### src/rtl/id_ex_stage_pkg.sv
// Shared ALU opcodes, operand-select encodings and the ID/EX pipeline register layout.
package id_ex_stage_pkg;

  localparam int unsigned DATA_W = 32;
  localparam int unsigned ADDR_W = 5;

  localparam logic [3:0] EXE_ALU_ADD = 4'd0;
  localparam logic [3:0] EXE_ALU_SUB = 4'd1;
  localparam logic [3:0] EXE_ALU_AND = 4'd2;
  localparam logic [3:0] EXE_ALU_OR  = 4'd3;
  localparam logic [3:0] EXE_ALU_XOR = 4'd4;
  localparam logic [3:0] EXE_ALU_NOR = 4'd5;
  localparam logic [3:0] EXE_ALU_SLT = 4'd6;
  localparam logic [3:0] EXE_ALU_SLL = 4'd7;
  localparam logic [3:0] EXE_ALU_SRL = 4'd8;
  localparam logic [3:0] EXE_ALU_SRA = 4'd9;
  localparam logic [3:0] EXE_ALU_LUI = 4'd10;

  localparam logic [1:0] A_SEL_RS    = 2'd0;
  localparam logic [1:0] A_SEL_SHAMT = 2'd1;
  localparam logic [1:0] A_SEL_RSLO  = 2'd2;

  typedef struct packed {
    logic              valid;
    logic [DATA_W-1:0] a;
    logic [DATA_W-1:0] b;
    logic [3:0]        oper;
    logic              sign;
    logic [DATA_W-1:0] store_data;
    logic              wb_en;
    logic [ADDR_W-1:0] wb_addr;
    logic              mem_ren;
    logic              mem_wen;
  } ex_reg_t;

  function automatic logic [DATA_W-1:0] ext_imm(input logic [15:0] imm, input logic sext);
    return sext ? {{16{imm[15]}}, imm} : {16'b0, imm};
  endfunction

endpackage

### src/rtl/id_ex_stage_fwd_mux.sv
// Three-way priority forwarding mux: EX/MEM, then MEM/WB, then regfile; register 0 never forwards.
// Purely combinational, no backpressure.
module fwd_mux
  import id_ex_stage_pkg::*;
(
  input  logic [ADDR_W-1:0] src_addr,
  input  logic [DATA_W-1:0] rf_data,
  input  logic              mem_en,
  input  logic [ADDR_W-1:0] mem_addr,
  input  logic [DATA_W-1:0] mem_data,
  input  logic              wb_en,
  input  logic [ADDR_W-1:0] wb_addr,
  input  logic [DATA_W-1:0] wb_data,
  output logic [DATA_W-1:0] fwd_data
);

  logic mem_hit;
  logic wb_hit;

  assign mem_hit = mem_en && (mem_addr == src_addr) && (src_addr != '0);
  assign wb_hit  = wb_en  && (wb_addr  == src_addr) && (src_addr != '0);

  always_comb begin
    fwd_data = rf_data;
    if (mem_hit)     fwd_data = mem_data;
    else if (wb_hit) fwd_data = wb_data;
  end

endmodule

### src/rtl/id_ex_stage.sv
// ID/EX stage: forwards and selects ALU operands, registers them 1 cycle ahead of the ALU.
// Holds on ex_stall, inserts one bubble per load-use hazard, flush wins over stall.
module id_ex_stage
  import id_ex_stage_pkg::*;
#(
  parameter int unsigned STALL_CNT_W = 32
) (
  input  logic                   clk,
  input  logic                   rst_n,
  input  logic                   id_valid,
  input  logic [ADDR_W-1:0]      id_rs_addr,
  input  logic [ADDR_W-1:0]      id_rt_addr,
  input  logic [DATA_W-1:0]      id_rs_data,
  input  logic [DATA_W-1:0]      id_rt_data,
  input  logic [15:0]            id_imm,
  input  logic [4:0]             id_shamt,
  input  logic                   id_imm_sext,
  input  logic [1:0]             id_a_sel,
  input  logic                   id_b_imm,
  input  logic [3:0]             id_alu_oper,
  input  logic                   id_alu_sign,
  input  logic                   id_wb_en,
  input  logic [ADDR_W-1:0]      id_wb_addr,
  input  logic                   id_mem_ren,
  input  logic                   id_mem_wen,
  input  logic                   mem_wb_en,
  input  logic [ADDR_W-1:0]      mem_wb_addr,
  input  logic [DATA_W-1:0]      mem_fwd_data,
  input  logic                   wb_wb_en,
  input  logic [ADDR_W-1:0]      wb_wb_addr,
  input  logic [DATA_W-1:0]      wb_fwd_data,
  input  logic                   ex_stall,
  input  logic                   flush,
  output logic                   id_stall,
  output logic                   ex_valid,
  output logic [DATA_W-1:0]      alu_a,
  output logic [DATA_W-1:0]      alu_b,
  output logic [3:0]             alu_oper,
  output logic                   alu_sign,
  output logic [DATA_W-1:0]      ex_store_data,
  output logic                   ex_wb_en,
  output logic [ADDR_W-1:0]      ex_wb_addr,
  output logic                   ex_mem_ren,
  output logic                   ex_mem_wen,
  output logic [STALL_CNT_W-1:0] bubble_cnt
);

  ex_reg_t           ex_q;
  ex_reg_t           cap;
  logic [DATA_W-1:0] rs_fwd;
  logic [DATA_W-1:0] rt_fwd;
  logic              hazard;

  fwd_mux u_fwd_rs (
    .src_addr (id_rs_addr),
    .rf_data  (id_rs_data),
    .mem_en   (mem_wb_en),
    .mem_addr (mem_wb_addr),
    .mem_data (mem_fwd_data),
    .wb_en    (wb_wb_en),
    .wb_addr  (wb_wb_addr),
    .wb_data  (wb_fwd_data),
    .fwd_data (rs_fwd)
  );

  fwd_mux u_fwd_rt (
    .src_addr (id_rt_addr),
    .rf_data  (id_rt_data),
    .mem_en   (mem_wb_en),
    .mem_addr (mem_wb_addr),
    .mem_data (mem_fwd_data),
    .wb_en    (wb_wb_en),
    .wb_addr  (wb_wb_addr),
    .wb_data  (wb_fwd_data),
    .fwd_data (rt_fwd)
  );

  // A load in EX has no data yet; a dependent ID instruction must wait one cycle.
  assign hazard = id_valid && ex_q.valid && ex_q.mem_ren && ex_q.wb_en && (ex_q.wb_addr != '0) &&
                  ((ex_q.wb_addr == id_rs_addr) || (ex_q.wb_addr == id_rt_addr));
  assign id_stall = ex_stall || hazard;

  always_comb begin
    cap            = '0;
    cap.valid      = id_valid;
    cap.b          = id_b_imm ? ext_imm(id_imm, id_imm_sext) : rt_fwd;
    cap.oper       = id_alu_oper;
    cap.sign       = id_alu_sign;
    cap.store_data = rt_fwd;
    cap.wb_en      = id_valid && id_wb_en;
    cap.wb_addr    = id_wb_addr;
    cap.mem_ren    = id_valid && id_mem_ren;
    cap.mem_wen    = id_valid && id_mem_wen;
    case (id_a_sel)
      A_SEL_RS:    cap.a = rs_fwd;
      A_SEL_SHAMT: cap.a = {{(DATA_W-5){1'b0}}, id_shamt};
      A_SEL_RSLO:  cap.a = {{(DATA_W-5){1'b0}}, rs_fwd[4:0]};
      default:     cap.a = '0;
    endcase
  end

  always_ff @(posedge clk or negedge rst_n) begin
    if (!rst_n) begin
      ex_q       <= '0;
      bubble_cnt <= '0;
    end else if (flush) begin
      ex_q.valid   <= 1'b0;
      ex_q.wb_en   <= 1'b0;
      ex_q.mem_ren <= 1'b0;
      ex_q.mem_wen <= 1'b0;
    end else if (!ex_stall) begin
      if (hazard) begin
        ex_q.valid   <= 1'b0;
        ex_q.wb_en   <= 1'b0;
        ex_q.mem_ren <= 1'b0;
        ex_q.mem_wen <= 1'b0;
        if (bubble_cnt != '1) bubble_cnt <= bubble_cnt + 1'b1;
      end else begin
        ex_q <= cap;
      end
    end
  end

  assign ex_valid      = ex_q.valid;
  assign alu_a         = ex_q.a;
  assign alu_b         = ex_q.b;
  assign alu_oper      = ex_q.oper;
  assign alu_sign      = ex_q.sign;
  assign ex_store_data = ex_q.store_data;
  assign ex_wb_en      = ex_q.wb_en;
  assign ex_wb_addr    = ex_q.wb_addr;
  assign ex_mem_ren    = ex_q.mem_ren;
  assign ex_mem_wen    = ex_q.mem_wen;

endmodule
### config.mk
export PLATFORM = sky130hd
export DESIGN_NAME = id_ex_stage
export DESIGN_NICKNAME = d
export VERILOG_FILES = /design/src/rtl/id_ex_stage_pkg.sv /design/src/rtl/id_ex_stage_fwd_mux.sv /design/src/rtl/id_ex_stage.sv
export SDC_FILE = /design/constraint.sdc
export NUM_CORES = 1
export LEC_CHECK = 0
export CORE_ASPECT_RATIO = 0.5
export CORE_MARGIN = 5
export CORE_UTILIZATION = 30
export CTS_CLUSTER_SIZE = 20
export DETAILED_ROUTE_END_ITERATION = 10
export HOLD_SLACK_MARGIN = 0.03
export RECOVER_POWER = 100
export SETUP_SLACK_MARGIN = 0.1
export SKIP_CTS_REPAIR_TIMING = 1
export SLEW_MARGIN = 20
export SYNTH_ARGS = -nofsm -noshare
export SYNTH_HDL_FRONTEND = slang
export SYNTH_SLANG_ARGS = --single-unit
### constraint.sdc
create_clock -name clk -period 2 [get_ports clk]
set_input_delay 0.6 -clock clk [delete_from_list [all_inputs] [get_ports clk]]
set_output_delay 0.6 -clock clk [all_outputs]
set_load 0.1 [all_outputs]
==> results of run 1 <==
metrics by stage:
| stage | setup TNS, ps | cell area [sq um] | total power, mW | worst slack (ps) | hold slack [ps] |
|---|---|---|---|---|---|
| finish | -14460 | 16500 | 12.2 | -451 | 282 |
| global route | -24670 | 16500 | 12.5 | -551 | 341 |
| detailed placement | -100530 | 14500 | 8.23 | -841 | 525 |
| CTS | -34840 | 15100 | 11.9 | -753 | 45.8 |
| global placement | -98800 | 14500 | 8.20 | -858 | 515 |
| floorplan | -2750 | 8300 | 5.97 | -122 | 304 |
path summary, 6_finish.rpt:
kind | to | slack [ps] | cells after the start
max in group asynchronous | alu_b[0] | 370 | 2
hold / removal | ex_wb_en | 280 | 1
setup reg to reg | bubble_cnt[30] | -210 | 7
setup / recovery | id_stall | -450 | 6
hold reg to reg | bubble_cnt[7] | 530 | 1
min in group clk | ex_mem_wen | 500 | 3
cell type report:
| cell class | instances | area, sq um | area share |
|---|---|---|---|
| timing repair buffer | 525 | 7020 | 0.427 |
| multi-input combinational | 643 | 4650 | 0.283 |
| sequential | 142 | 3660 | 0.223 |
| clock buffer | 23 | 488 | 0.0297 |
| tap | 344 | 430 | 0.0262 |
| clock inverter | 9 | 179 | 0.0109 |
| inverter | 5 | 18.8 | 0.00114 |
cell usage in the layout, fill, tap and decap left out, drive strengths merged, types with 2 or more instances in the layout:
cell	instances
nor3	7
nor2	102
and2	2
a21oi	47
a311oi	44
mux2i	3
nand4	23
a211oi	5
clkbuf	45
nand2	181
xnor2	47
a311o	20
o22a	17
xor2	14
and4	3
inv	6
or2	2
a31oi	27
bufinv	5
and3	5
nor4	4
dlymetal6s2s	22
a22o	27
clkdlybuf4s50	167
clkinvlp	2
or3	3
nand3	14
or4	3
a21o	35
buf	314
dfrtp	142
cell families after synthesis:
| group | count (synthesis) | share of synthesized area |
|---|---|---|
| DFF | 142 | 0.467 |
| buffers and inverters | 63 | 0.0350 |
| adders and majority gates | 1 | 0.00164 |
| xor gates and xnor gates | 61 | 0.0702 |
| muxes | 4 | 0.00543 |
| AOI/OAI and AO/OA | 224 | 0.222 |
| and+or+nand+nor | 351 | 0.199 |
power by group:
| part | internal, mW | switching, mW | total, mW |
|---|---|---|---|
| clock | 2.35 | 1.31 | 3.66 |
| combinational | 2.03 | 2.95 | 4.98 |
| sequential | 3.15 | 0.361 | 3.51 |
| total | 7.53 | 4.63 | 12.2 |
flip-flops by register name, summed over array words and instances (netlist names):
name / count
ex_wb_en: 1
ex_wb_addr: 5
ex_store_data: 32
ex_valid: 1
bubble_cnt: 32
ex_mem_wen: 1
alu_a: 32
alu_b: 32
alu_sign: 1
alu_oper: 4
ex_mem_ren: 1
critical path, delay by kind of cell, from the launching register on:
kind                      cells  cell delay (ps)
AOI/OAI and AO/OA             1              230
DFF                           1              520
xor gates and xnor gates      1              180
buffers and inverters         1              160
and+or+nand+nor               3              310
layer usage:
layer | track usage | up-vias | wire [um]
met5 | 0 | - | 0
met4 | 0.0913 | 0 | 1380
met3 | 0.0525 | 82 | 1770
met2 | 0.415 | 302 | 19000
met1 | 0.268 | 4387 | 14900
li1 | - | 4042 | -
==> results.md, run 1 <==
- Cell chain of the critical path: xnor2_2, nand3_2, o22ai_2, nand2_2, nand2_8, buf_12
- Worst EP arrival: 1850 ps
- CTS clk-pin slew, worst paths: 60 ps
- CP startpoint kind: flip-flop
- Static Leak: 7.28 nW
- Async SR Flop Fraction: 1.00
- Proportion of layout cells with a drive suffix above 1: 0.420
- Post-synthesis register bit count: 142
- Final worst slack: -451 ps
- Via count of the first global-routing pass: 8,888
- Wire length of the first global-routing pass: 51.1 mm
- Maximum fanout along the worst path: 4
- Most used standard cells in the synthesized netlist: 181 x nand2_1, 142 x dfrtp_1, 102 x nor2_1
- Die outline area: 28,800 sq um
- Last weighted congestion value of the routability-driven placer: 0.920
- Average instance area after synthesis: 8.99 sq um
- Max-cap violations: 0
- Sink count of the clock tree: 142
- Area share of the largest cell type after synthesis: 0.467
- Final routed wire length divided by cell count: 21.9 um
- Vertical extent of the die: 123 um
- Final non-filler cell total: 1,691
- Num ports: 336
- Setup violations, final: 117
- Global route total overflow: 0
- Antenna violations before repair: 0
- Slowest cell delay on critical path: 520 ps
- Cell at the root of the clock tree: clkbuf_16
- Worst Setup End Kind: primary output
- Synthesis warning total: 0
- Power density over the cells: 739 nW/um^2
- CTS Buf Count: 17
- Number of enable-type register cells in the synthesized netlist: 0
- Area growth, synth to finish: 116%
- Post-Place Cells: 1,611
- Number of optimization iterations in the first detailed-route pass: 8
- Slew Limit Fails: 0
- Worst-path cell with the longest stage delay: dfrtp_4
- Register area share after synthesis: 0.467
- Final critical delay including setup and external delays: 2450 ps
- ANT nets after route: 0
- Total of fill cells in the finished design: 1,864
- RSZ-0062 raised after global routing: yes
- Antenna diode instance count: 0
- Maximum level of the CTS H-tree: 4
- Clock tree from TritonCTS: built
- Dominant cell type by area after synthesis: dfrtp_1
- Detailed Place HPWL: 26.2 mm
- Main flop type after synthesis: dfrtp_1
- Run status: finished with violations
- Critical path data required time: 1400 ps
- Net count of the mapped netlist: 1,040
- Fin crit share: 1.23
- Critical path origin: ex_wb_addr[4]
- Die X-Extent: 235 um
- Type of the setup path with the least slack: flip-flop to primary output
- Syn Inst Count: 846
- Launching point of the worst reg2reg path: ex_wb_addr[0]
- Via-to-Cell Ratio: 5.21
- Slew @ Worst Pin: 938 ps
- Worst-case vdd ir drop: 0.459 mV
- Most numerous cell in the Yosys netlist: nand2_1
- Highest achievable clock rate: 0.408 GHz
- Hold/Removal Path Class: primary input to async pin
- Number of port buffers: 335
- Cell types occupying the most area after synthesis: dfrtp_1 47%, nand2_1 8.9%, xnor2_1 5.4%
- DR DRC count: 0
- Total number of placement rows: 41
- Clock tree buffer depth: 2
- Starting utilization of the core area: 0.303
- DRC violation total after the first TritonRoute iteration: 691
- Largest net degree at the start of global routing: 42
- Final Util: 0.656
- Net count reported at finish: 1,528
- Clock latency reported for the late side of the worst-skew pair: 450 ps
- Wire length reported by the detailed router: 37.0 mm
- Netlist cell types: 42
- Final hold violation count: 0
- Aggregate global-route resource usage: 0.229
- Core region area: 25,100 sq um
- Worst slew margin relative to its limit: 0.375
- Vias after detailed routing: 8,813
- Violations in the final reports: negative setup slack
- Combined area of all synthesized cells: 7610 sq um
- Worst clock skew: 11.7 ps
No activity file was read; power rests on OpenSTA's default activity.
==> inputs of run 2 (changes only) <==
SLEW_MARGIN = 5   (was 20)
==> results of run 2 <==
The final DEF is identical to that of run 1; final timing and power are the same.
